[src/rtl/multi_mod_counter_if.sv]
// Bundle of per-channel controls, the terminal-value write handshake and the
// counter outputs for multi_mod_counter. The master drives, the slave (counter) responds.
interface multi_mod_counter_if #(
    parameter int WIDTH    = 3,
    parameter int CHANNELS = 3
);
    localparam int CW = (CHANNELS > 1) ? $clog2(CHANNELS) : 1;

    logic [CHANNELS-1:0]       en;
    logic [CHANNELS-1:0]       dir;
    logic [CHANNELS-1:0]       cascade;
    // A write to channel cfg_ch is taken on a rising edge where cfg_valid and
    // cfg_ready are both 1; cfg_ready is combinational from cfg_ch and is never
    // asserted for a channel index outside 0..CHANNELS-1.
    logic                      cfg_valid;
    logic [CW-1:0]             cfg_ch;
    logic [WIDTH-1:0]          cfg_term;
    logic                      cfg_ready;
    logic [CHANNELS*WIDTH-1:0] count;
    logic [CHANNELS-1:0]       tc;
    logic [CHANNELS-1:0]       div_out;

    modport master (
        output en, dir, cascade, cfg_valid, cfg_ch, cfg_term,
        input  cfg_ready, count, tc, div_out
    );

    modport slave (
        input  en, dir, cascade, cfg_valid, cfg_ch, cfg_term,
        output cfg_ready, count, tc, div_out
    );
endinterface

[src/rtl/multi_mod_counter.sv]
// Multi-channel modulo up/down counter with per-channel terminal value, wrap pulse and
// divided clock. Optional same-cycle cascade chaining under MULTI_MOD_COUNTER_CASCADE_EN.
module multi_mod_counter #(
    parameter int WIDTH        = 3,
    parameter int CHANNELS     = 3,
    parameter int DEFAULT_TERM = 5
) (
    input logic                  clk,
    input logic                  rst,
    multi_mod_counter_if.slave   bus
);
    logic [WIDTH-1:0]    count_q  [CHANNELS];
    logic [WIDTH-1:0]    term_q   [CHANNELS];
    logic [WIDTH-1:0]    shadow_q [CHANNELS];
    logic [CHANNELS-1:0] pending_q;
    logic [CHANNELS-1:0] tc_q;
    logic [CHANNELS-1:0] div_q;
    logic [CHANNELS-1:0] adv;
    logic [CHANNELS-1:0] wrap;
    logic [CHANNELS-1:0] cfg_hit;
    logic                cfg_ready;

    // Out-of-range channel indices match no channel, so ready stays 0.
    always_comb begin : ready_decode
        cfg_ready = 1'b0;
        for (int i = 0; i < CHANNELS; i++) begin
            if (int'(bus.cfg_ch) == i) cfg_ready = !pending_q[i];
        end
    end

    always_comb begin : advance_chain
`ifdef MULTI_MOD_COUNTER_CASCADE_EN
        logic carry;
        carry = 1'b0;
`endif
        adv     = '0;
        wrap    = '0;
        cfg_hit = '0;
        for (int i = 0; i < CHANNELS; i++) begin
`ifdef MULTI_MOD_COUNTER_CASCADE_EN
            // carry holds wrap of the previous channel, giving a same-cycle ripple.
            adv[i] = (i > 0 && bus.cascade[i]) ? (bus.en[i] & carry) : bus.en[i];
`else
            adv[i] = bus.en[i];
`endif
            wrap[i] = adv[i] & (bus.dir[i] ? (count_q[i] == '0)
                                           : (count_q[i] == term_q[i]));
`ifdef MULTI_MOD_COUNTER_CASCADE_EN
            carry = wrap[i];
`endif
            cfg_hit[i] = bus.cfg_valid & cfg_ready & (int'(bus.cfg_ch) == i);
        end
    end

`ifndef MULTI_MOD_COUNTER_CASCADE_EN
    logic unused_cascade;
    assign unused_cascade = ^bus.cascade;
`endif

    always_ff @(posedge clk) begin
        if (rst) begin
            for (int i = 0; i < CHANNELS; i++) begin
                count_q[i]   <= '0;
                term_q[i]    <= WIDTH'(DEFAULT_TERM);
                shadow_q[i]  <= '0;
                pending_q[i] <= 1'b0;
                tc_q[i]      <= 1'b0;
                div_q[i]     <= 1'b0;
            end
        end else begin
            for (int i = 0; i < CHANNELS; i++) begin
                tc_q[i]  <= wrap[i];
                div_q[i] <= div_q[i] ^ wrap[i];
                if (pending_q[i] && !bus.en[i]) begin
                    // Channel stopped with a write outstanding: apply it now.
                    term_q[i]    <= shadow_q[i];
                    count_q[i]   <= '0;
                    pending_q[i] <= 1'b0;
                end else if (cfg_hit[i] && !bus.en[i]) begin
                    term_q[i]  <= bus.cfg_term;
                    count_q[i] <= '0;
                end else begin
                    if (cfg_hit[i]) begin
                        shadow_q[i]  <= bus.cfg_term;
                        pending_q[i] <= 1'b1;
                    end
                    if (wrap[i]) begin
                        if (pending_q[i]) begin
                            term_q[i]    <= shadow_q[i];
                            pending_q[i] <= 1'b0;
                            count_q[i]   <= bus.dir[i] ? shadow_q[i] : '0;
                        end else begin
                            count_q[i]   <= bus.dir[i] ? term_q[i] : '0;
                        end
                    end else if (adv[i]) begin
                        count_q[i] <= bus.dir[i] ? (count_q[i] - 1'b1)
                                                 : (count_q[i] + 1'b1);
                    end
                end
            end
        end
    end

    always_comb begin : pack_outputs
        bus.count = '0;
        for (int i = 0; i < CHANNELS; i++) begin
            bus.count[i*WIDTH +: WIDTH] = count_q[i];
        end
    end

    assign bus.tc        = tc_q;
    assign bus.div_out   = div_q;
    assign bus.cfg_ready = cfg_ready;
endmodule
[src/flat_wrapper.sv]
// flat-port wrapper written by rule: the top's interface ports become plain ports
module multi_mod_counter_flat 
#(
    parameter int WIDTH        = 3,
    parameter int CHANNELS     = 3,
    parameter int DEFAULT_TERM = 5
)
  (clk, rst, bus_en, bus_dir, bus_cascade, bus_cfg_valid, bus_cfg_ch, bus_cfg_term, bus_cfg_ready, bus_count, bus_tc, bus_div_out);
  multi_mod_counter_if #(.WIDTH(WIDTH), .CHANNELS(CHANNELS)) bus_i ();
  input logic clk;
  input logic rst;
  input wire logic [$bits(bus_i.en)-1:0] bus_en;
  input wire logic [$bits(bus_i.dir)-1:0] bus_dir;
  input wire logic [$bits(bus_i.cascade)-1:0] bus_cascade;
  input wire logic [$bits(bus_i.cfg_valid)-1:0] bus_cfg_valid;
  input wire logic [$bits(bus_i.cfg_ch)-1:0] bus_cfg_ch;
  input wire logic [$bits(bus_i.cfg_term)-1:0] bus_cfg_term;
  output wire logic [$bits(bus_i.cfg_ready)-1:0] bus_cfg_ready;
  output wire logic [$bits(bus_i.count)-1:0] bus_count;
  output wire logic [$bits(bus_i.tc)-1:0] bus_tc;
  output wire logic [$bits(bus_i.div_out)-1:0] bus_div_out;
  assign bus_i.en = bus_en;
  assign bus_i.dir = bus_dir;
  assign bus_i.cascade = bus_cascade;
  assign bus_i.cfg_valid = bus_cfg_valid;
  assign bus_i.cfg_ch = bus_cfg_ch;
  assign bus_i.cfg_term = bus_cfg_term;
  assign bus_cfg_ready = bus_i.cfg_ready;
  assign bus_count = bus_i.count;
  assign bus_tc = bus_i.tc;
  assign bus_div_out = bus_i.div_out;
  multi_mod_counter #(.WIDTH(WIDTH), .CHANNELS(CHANNELS), .DEFAULT_TERM(DEFAULT_TERM)) u_core (.clk(clk), .rst(rst), .bus(bus_i));
endmodule
[config.mk]
export PLATFORM = sky130hd
export DESIGN_NAME = multi_mod_counter_flat
export DESIGN_NICKNAME = d
export VERILOG_FILES = /design/src/rtl/multi_mod_counter_if.sv /design/src/rtl/multi_mod_counter.sv /design/src/flat_wrapper.sv
export SDC_FILE = /design/constraint.sdc
export NUM_CORES = 1
export LEC_CHECK = 0
export ABC_CLOCK_PERIOD_IN_PS = 2200
export BUFFER_PORTS_ARGS = -buffer_cell sky130_fd_sc_hd__buf_2
export CAP_MARGIN = 10
export CORE_MARGIN = 4
export CORE_UTILIZATION = 30
export DETAILED_ROUTE_END_ITERATION = 8
export PLACE_DENSITY = 0.47
export SLEW_MARGIN = 20
export SYNTH_ARGS = -nofsm -noshare
export SYNTH_HDL_FRONTEND = slang
export SYNTH_SLANG_ARGS = --single-unit
[constraint.sdc]
create_clock -name clk -period 2.2 [get_ports clk]
set_input_delay 0.11 -clock clk [delete_from_list [all_inputs] [get_ports clk]]
set_output_delay 0.11 -clock clk [all_outputs]
set_load 0.02 [all_outputs]
# [Yosys cells after proc, flatten, opt, wreduce, memory -nomap -nowiden]
# Memories as Yosys holds them, arrays and structs flattened.
# Index checks and enable logic that the tools add are counted.
[word_totals] in_bits=17 output_inout_bits=16 elab_cells=218 mem_bits_rw=27 ff_bits=9 n_memories=3
[mem_list] memory="u_core.count_q" words=3 width=3 read_ports=3 rd_ports_with_merged_regs=0 write_ports=3 line="multi_mod_counter.sv:12" rtl="logic [WIDTH-1:0] count_q [CHANNELS];"
[mem_list] memory="u_core.shadow_q" words=3 width=3 read_ports=3 rd_ports_with_merged_regs=0 write_ports=3 line="multi_mod_counter.sv:14" rtl="logic [WIDTH-1:0] shadow_q [CHANNELS];"
[mem_list] memory="u_core.term_q" words=3 width=3 read_ports=3 rd_ports_with_merged_regs=0 write_ports=3 line="multi_mod_counter.sv:13" rtl="logic [WIDTH-1:0] term_q [CHANNELS];"
[classes] add_sub_neg=6 n_eq_ne=5 n_reduce_logical=19 bitwise_logic=37 n_mux=143
[op_table] operator="3-bit two-way mux" count=36
[op_table] operator="1-bit two-way mux" count=107
[op_table] operator="1-bit bitwise OR" count=27
[op_table] operator="3-bit by 1-bit adder with 3-bit output, second input constant" count=3
[op_table] operator="3-bit == test" count=3
[op_table] operator="3-bit logical NOT" count=3
[op_table] operator="3-bit by 1-bit subtractor with 3-bit output, second input constant" count=3
[op_table] operator="1-bit AND" count=7
[op_table] operator="1-bit logical AND" count=6
[op_table] operator="1-bit logical NOT" count=6
[op_table] operator="2-bit OR reduction" count=3
[op_table] operator="2-bit == test, second input constant" count=2
[op_table] operator="1-bit XOR" count=3
[op_table] operator="2-bit logical NOT" count=1

# [Longest topological paths before layout]
# Gate-level depths: netlist of the first run.
[logic_depth] word_depth=15 ltp_mapped=7 mapped_depth_nobuf=6

# [Worst setup path after synthesis of the first run]
# OpenSTA, ideal clock, no wires.
[synth_path] kind="flip-flop to flip-flop" start="memory u_core.count_q[1][2]" end="memory u_core.term_q[1][0], enable pin" slack_ns=0.259 arrival_ns=1.646 setup_time_ns=0.295 stages_incl_launch_ff=6 path_buffers=0 cell_sequence="edfxtp_1 > xor2_1 > o41ai_1 > nand2_1 > a21oi_1 > or2_2"
[synth_lines] item="start, declared" line="multi_mod_counter.sv:12"
[synth_lines] item="end, declared" line="multi_mod_counter.sv:13"

==> flow_summary_export.csv, run 1 <==
group,metric,value,unit
power_and_ir_drop,pwr-share-clk,27.6,%
yosys,syn_avg_cell_area,10.7,µm²
floorplanning,dieWidth,92.4,µm
placement,place_ws,219,ps
timing,max_slew_margin,65.7,%
timing,fin_tns_setup,0,ps
floorplanning,io_pins,33,
route,ant_nets,0,
worst_setup_path,ff2ff_setup_slack,220,ps
worst_setup_path,worstSetupEndpointType,"register",
clock_network,clockBufferDepth,2,
clock_network,ctsResizeCount,0,
power_and_ir_drop,power_density,679,mW/mm²
clock_network,clock_sinks,36,
yosys,yosys_register_bits,36,
layout,syn2layout_area_growth,16.8,%
yosys,ys.warnings.count,0,
layout,stdcell_count,331,
clock_network,cts-root-buf,"clkbuf_8",
worst_setup_path,cp_max_fo,6,
placement,placed_area,0.00241,mm²
worst_setup_path,cpLargestDelayFamily,"simple AND/OR/NAND/NOR gates",
layout,final_nets,254,
yosys,netlist_instances,200,
yosys,synth_flop_cell,"edfxtp_1",
timing,rsz0062_at_grt,"false",
worst_setup_path,crit_type,"reg2reg",
power_and_ir_drop,intPower,1.17,mW
timing,finalCritPeriodShare,90.1,%
worst_hold_path,min_from,"rst",
timing,hold_viol,0,
timing,finalSetupViolations,0,
worst_setup_path,cpPeakStageDelay,560,ps
floorplanning,rows,30,
timing,max_freq,505,MHz
grt,grt_pass1_wl,8010,µm
flow_run,maxCapViolations,0,
layout,fin_util,36.4,%
worst_setup_path,slowest_stage,"or4b_1",
clock_network,hold_buffers,0,
yosys,async_reset_ff_share,0,%
grt,grt_max_degree,16,
power_and_ir_drop,leakagePower,0.968,nW
worst_setup_path,worstPathCellList,"or4b_1 > o41ai_1 > buf_4 > nand4b_2 > o311ai_4 > o21ai_0",
placement,portBuffers,29,
worst_setup_path,crit_path_end,"u_core.term_q[2][2]",
worst_setup_path,reg2reg_depth,6,
status,outcome,"finished, final reports clean",
worst_setup_path,r2r_start,"u_core.count_q[1][1]",
layout,diodes,0,
worst_setup_path,crit_arrival,2010,ps
clock_network,cts_setup_buffers,0,
route,first_iter_violations,75,
yosys,ys_types,45,
power_and_ir_drop,p_total,1.70,mW
yosys,synth_edf_count,27,
clock_network,cts_buffers,5,
power_and_ir_drop,sequentialPowerShare,49.4,%
power_and_ir_drop,swShare,30.8,%
timing,final.setup.worst_slack,219,ps
grt,overflow,0,
floorplanning,die_h,92.4,µm
floorplanning,start_util,31.1,%
layout,finish.instance_area,0.00250,mm²
power_and_ir_drop,worst_ir_drop_vdd,0.365,mV
worst_setup_path,crit_buf_inv,1,
worst_setup_path,cp_num_cells,6,
worst_setup_path,crit_start,"u_core.count_q[1][1]",
floorplanning,dieArea,0.00854,mm²
power_and_ir_drop,power_frac_comb,22.9,%
yosys,synth_nets,220,
power_and_ir_drop,p_switching,0.523,mW
clock_network,clkTransAtPathRegs,80,ps
clock_network,clock_latency,290,ps
route,wirelength,4830,µm
route,drt-vias-per-instance,4.69,
timing,tightest_slew,508,ps
yosys,yosysTopAreaCellShare,37.9,%
placement,dp_hpwl,3650,µm
route,vias,1552,
grt,grt_antenna_before_repair,0,
layout,drive_above_1_share,25.1,%
timing,finalMaxSlewViolations,0,
clock_network,cts_tree,"done",
timing,fin_hold_ws,121,ps
placement,dp_cells,323,
grt,grt_use_total,11.9,%
route,wl_per_cell,14.6,µm
grt,grt_pass1_vias,1542,
route,dr.pass1.iters,5,
timing,period_minus_slack,1980,ps
yosys,synth-seq-area-share,46.3,%
worst_setup_path,crit_path_start_kind,"register",
yosys,synthesis.area,0.00214,mm²
yosys,synth_area_leaders,"edfxtp_1 (38%), dfxtp_1 (8.4%), mux2i_1 (4.7%), xor2_1 (3.7%), nor2_1 (3.5%)",
placement,globalplace.congestion,0.800,
worst_setup_path,r2r_end,"u_core.term_q[2][2]",
timing,finClkSkew,12.1,ps
clock_network,cts_max_level,2,
worst_setup_path,required,2230,ps
floorplanning,core-area,0.00687,mm²
route,drc_errors,0,
worst_hold_path,hold_class,"in2reg",
yosys,yosys.area.top_type,"edfxtp_1",
## worst register-to-register path: stages (launching register included)
cell	delay, ps
edfxtp_1	450
or4b_1	560
o41ai_1	90
buf_4	190
nand4b_2	160
o311ai_4	150
o21ai_0	140
## power by group through the flow
stage / clock network (mW) / logic [mW] / registers, mW
after global routing: 0.519 / 0.432 / 0.848
final: 0.469 / 0.389 / 0.838
after global placement: 0 / 0.388 / 0.854
after floorplan: 0 / 0.236 / 0.879
after detailed placement: 0 / 0.390 / 0.854
after CTS: 0.485 / 0.393 / 0.839
## kinds of logic (layout without fill, tap and decap cells)
kind of cell	count (synthesis)	in the layout	share of synthesized area, %
adder cells (fa/ha/maj)	3	3	2.81
XOR/XNOR	16	16	6.55
buffers and inverters	19	54	3.57
AND/OR/NAND/NOR	76	76	20.1
flip-flops	36	36	46.3
multiplexers	16	16	7.84
AO/OA/AOI/OAI	34	34	12.8
## state kept, by name, summed over array words and instances (netlist names)
register and flops:
u_core.shadow_q 9, u_core.term_q 9, u_core.bus.div_out 3, u_core.pending_q 3, u_core.count_q 9, u_core.bus.tc 3
## layer usage
metal  GRT usage [%]  up-vias  share of wire [%]  wire [µm]
met5               0        -                  0          0
met4            2.97        0               0.60         29
met3            2.52        2                2.9        142
met2            19.3       22                 48       2310
met1            16.1      741                 49       2350
li1                -      787                  -          -
## synth_stat cells, types with 2 or more instances
| cell type | instances |
|---|---|
| a21o_1 | 2 |
| a21oi_1 | 10 |
| a31oi_1 | 3 |
| and2_1 | 3 |
| clkbuf_1 | 6 |
| dfxtp_1 | 9 |
| edfxtp_1 | 27 |
| fa_1 | 3 |
| inv_1 | 11 |
| mux2_2 | 6 |
| mux2i_1 | 10 |
| nand2_1 | 13 |
| nand2b_1 | 7 |
| nand3_1 | 10 |
| nand3b_1 | 5 |
| nor2_1 | 20 |
| nor3_1 | 5 |
| nor3b_1 | 2 |
| o21ai_0 | 3 |
| o22ai_1 | 4 |
| o41ai_1 | 2 |
| or2_2 | 2 |
| xnor2_1 | 7 |
| xor2_1 | 9 |
## layout make-up
| type | instances | area (µm²) |
|---|---|---|
| fillers | 722 | 4370 |
| multi-input cells | 145 | 1070 |
| inverters | 11 | 41.3 |
| clock inverters | 2 | 11.3 |
| clock buffers | 6 | 72.6 |
| repair buffers | 35 | 190 |
| flip-flops and latches | 36 | 991 |
| well taps | 96 | 120 |
## worst min path at each step
stage                             to  slack [ps]  cells past startpoint
6_report       u_core.bus.div_out[2]         120                      2
4_1_cts        u_core.bus.div_out[2]         110                      2
3_3_place_gp   u_core.bus.div_out[2]         420                      2
2_1_floorplan    u_core.term_q[2][1]         310                      2
3_5_place_dp   u_core.bus.div_out[2]         410                      2
5_1_grt        u_core.bus.div_out[2]         130                      2
## cell usage in the layout, fill, tap and decap left out, types with 6 or more instances in the layout
| master | count |
|---|---|
| buf_2 | 29 |
| edfxtp_1 | 27 |
| nor2_1 | 20 |
| nand2_1 | 13 |
| inv_1 | 11 |
| a21oi_1 | 10 |
| mux2i_1 | 10 |
| nand3_1 | 10 |
| xor2_1 | 9 |
| dfxtp_1 | 9 |
| xnor2_1 | 7 |
| nand2b_1 | 7 |
| mux2_2 | 6 |
| buf_4 | 6 |
Note: power is estimated with default switching activity, not from simulation.
==> run 2: changes to the inputs <==
- CORE_UTILIZATION: 30 -> 50
- PLACE_DENSITY: 0.47 -> 0.71
==> flow_summary_export.csv, run 2 (same netlist as run 1, synthesis figures left out) <==
group,metric,value,unit
layout,nFillCells,348,
placement,portBuffers,29,
timing,hold_viol,0,
grt,grt_pass1_wl,7100,µm
layout,layout_common_cells,"buf_2 (29), edfxtp_1 (27), nor2_1 (20), nand2_1 (13), inv_1 (11)",
route,drc_errors,0,
worst_setup_path,cp_max_fo,4,
timing,fin_tns_setup,0,ps
worst_setup_path,slowest_stage,"o41ai_1",
floorplanning,core-area,0.00406,mm²
layout,syn2layout_area_growth,16.9,%
placement,dp_cells,275,
floorplanning,dieWidth,73.4,µm
clock_network,ctsResizeCount,0,
power_and_ir_drop,power_density,806,mW/mm²
worst_setup_path,cpLargestDelayFamily,"compound AO/OA/AOI/OAI gates",
worst_setup_path,required,2210,ps
placement,place_ws,123,ps
clock_network,clockBufferDepth,2,
route,vias,1590,
timing,max_freq,472,MHz
clock_network,clock_latency,290,ps
power_and_ir_drop,leakagePower,0.998,nW
route,first_iter_violations,86,
clock_network,cts_setup_buffers,0,
worst_setup_path,crit_arrival,2120,ps
timing,finalCritPeriodShare,96.3,%
layout,final_common_cell,"buf_2",
timing,tightest_slew,649,ps
clock_network,cts_buffers,5,
worst_setup_path,worstSetupEndpointType,"register",
route,dr.pass1.iters,4,
timing,finClkSkew,4.16,ps
clock_network,clock_sinks,36,
floorplanning,dieArea,0.00539,mm²
worst_setup_path,crit_buf_inv,0,
layout,stdcell_count,283,
route,ant_nets,0,
route,drt-vias-per-instance,5.62,
worst_setup_path,crit_type,"reg2reg",
placement,dp_hpwl,3320,µm
grt,grt_use_total,17.1,%
worst_setup_path,cpPeakStageDelay,640,ps
clock_network,cts_tree,"done",
floorplanning,io_pins,33,
clock_network,clkTransAtPathRegs,70,ps
status,outcome,"finished, final reports clean",
route,wl_per_cell,15.3,µm
flow_run,maxCapViolations,0,
timing,max_slew_margin,56.2,%
grt,grt_max_degree,23,
layout,diodes,0,
clock_network,cts_max_level,2,
timing,finalSetupViolations,0,
clock_network,hold_buffers,0,
route,wirelength,4330,µm
layout,reg.largest.list,"u_core.count_q (9), u_core.shadow_q (9), u_core.term_q (9)",
clock_network,cts-root-buf,"clkbuf_8",
grt,overflow,0,
floorplanning,die_h,73.4,µm
floorplanning,start_util,52.7,%
power_and_ir_drop,worst_ir_drop_vdd,0.482,mV
timing,finalMaxSlewViolations,0,
layout,final_nets,252,
grt,grt_antenna_before_repair,0,
timing,final.setup.worst_slack,81.1,ps
layout,drive_above_1_share,25.3,%
placement,globalplace.congestion,0.790,
worst_setup_path,worstPathCellList,"xor2_1 > o41ai_1 > nand2_1 > a21oi_1 > or2_2",
floorplanning,rows,23,
timing,period_minus_slack,2120,ps
grt,grt_pass1_vias,1496,
worst_setup_path,crit_path_start_kind,"register",
timing,rsz0062_at_grt,"false",
worst_hold_path,hold_class,"in2reg",
-- run 2: changes by cell type in the layout (fill, tap and decap cells not counted) --
cell        before  now
buf_4            6    4
clkinvlp_4       1    0
bufinv_16        0    3
clkbuf_1         1    0
clkinv_1         1    0
-- run 2: final timing paths --
check,slack [ps],start,to,cells past startpoint
worst max-delay path,80,u_core.count_q[1][2],u_core.term_q[1][0],5
worst max register to register,80,u_core.count_q[1][2],u_core.term_q[1][0],5
worst min-delay path,190,bus_cfg_term[2],u_core.term_q[0][2],3
worst min register to register,520,u_core.bus.div_out[2],u_core.bus.div_out[2],2
-- run 2: worst min-delay path, stage by stage --
cell     delay (ps)
buf_2           130
mux2i_1          70
nand2_1          60
-- run 2: area by class of cell --
type	count	area, µm²	area share (%)
inverter	11	41.3	1.65
timing repair buffer	33	175	7.01
tap	50	62.6	2.50
clock inverter	3	90.1	3.60
clock buffer	5	68.8	2.75
multi-input combinational	145	1070	42.8
sequential	36	991	39.6
-- run 2: through the flow --
stage	total power [mW]	utilization [%]	area [µm²]	hold WS, ps
2_1_floorplan	1.12	-	2140	308
3_3_place_gp	1.22	57.7	2340	480
3_5_place_dp	1.23	57.7	2340	483
4_1_cts	2.03	61.6	2500	186
5_1_grt	2.09	61.6	2500	204
6_report	2.01	61.6	2500	188
-- run 2: report_power, final --
part	internal [mW]	switching [mW]	leakage (nW)	total, mW
combinational	0.156	0.216	0.573	0.372
sequential	0.788	0.0534	0.347	0.841
clock	0.567	0.234	0.0784	0.801
-- run 2: routing by layer --
metal  track usage (%)  vias up  share of wire, %
met2              26.7       53                45
met1              23.9      746                45
met4              5.43        0               1.4
met3              3.56        8               8.2
met5                 0        -                 0
li1                  -      783                 -
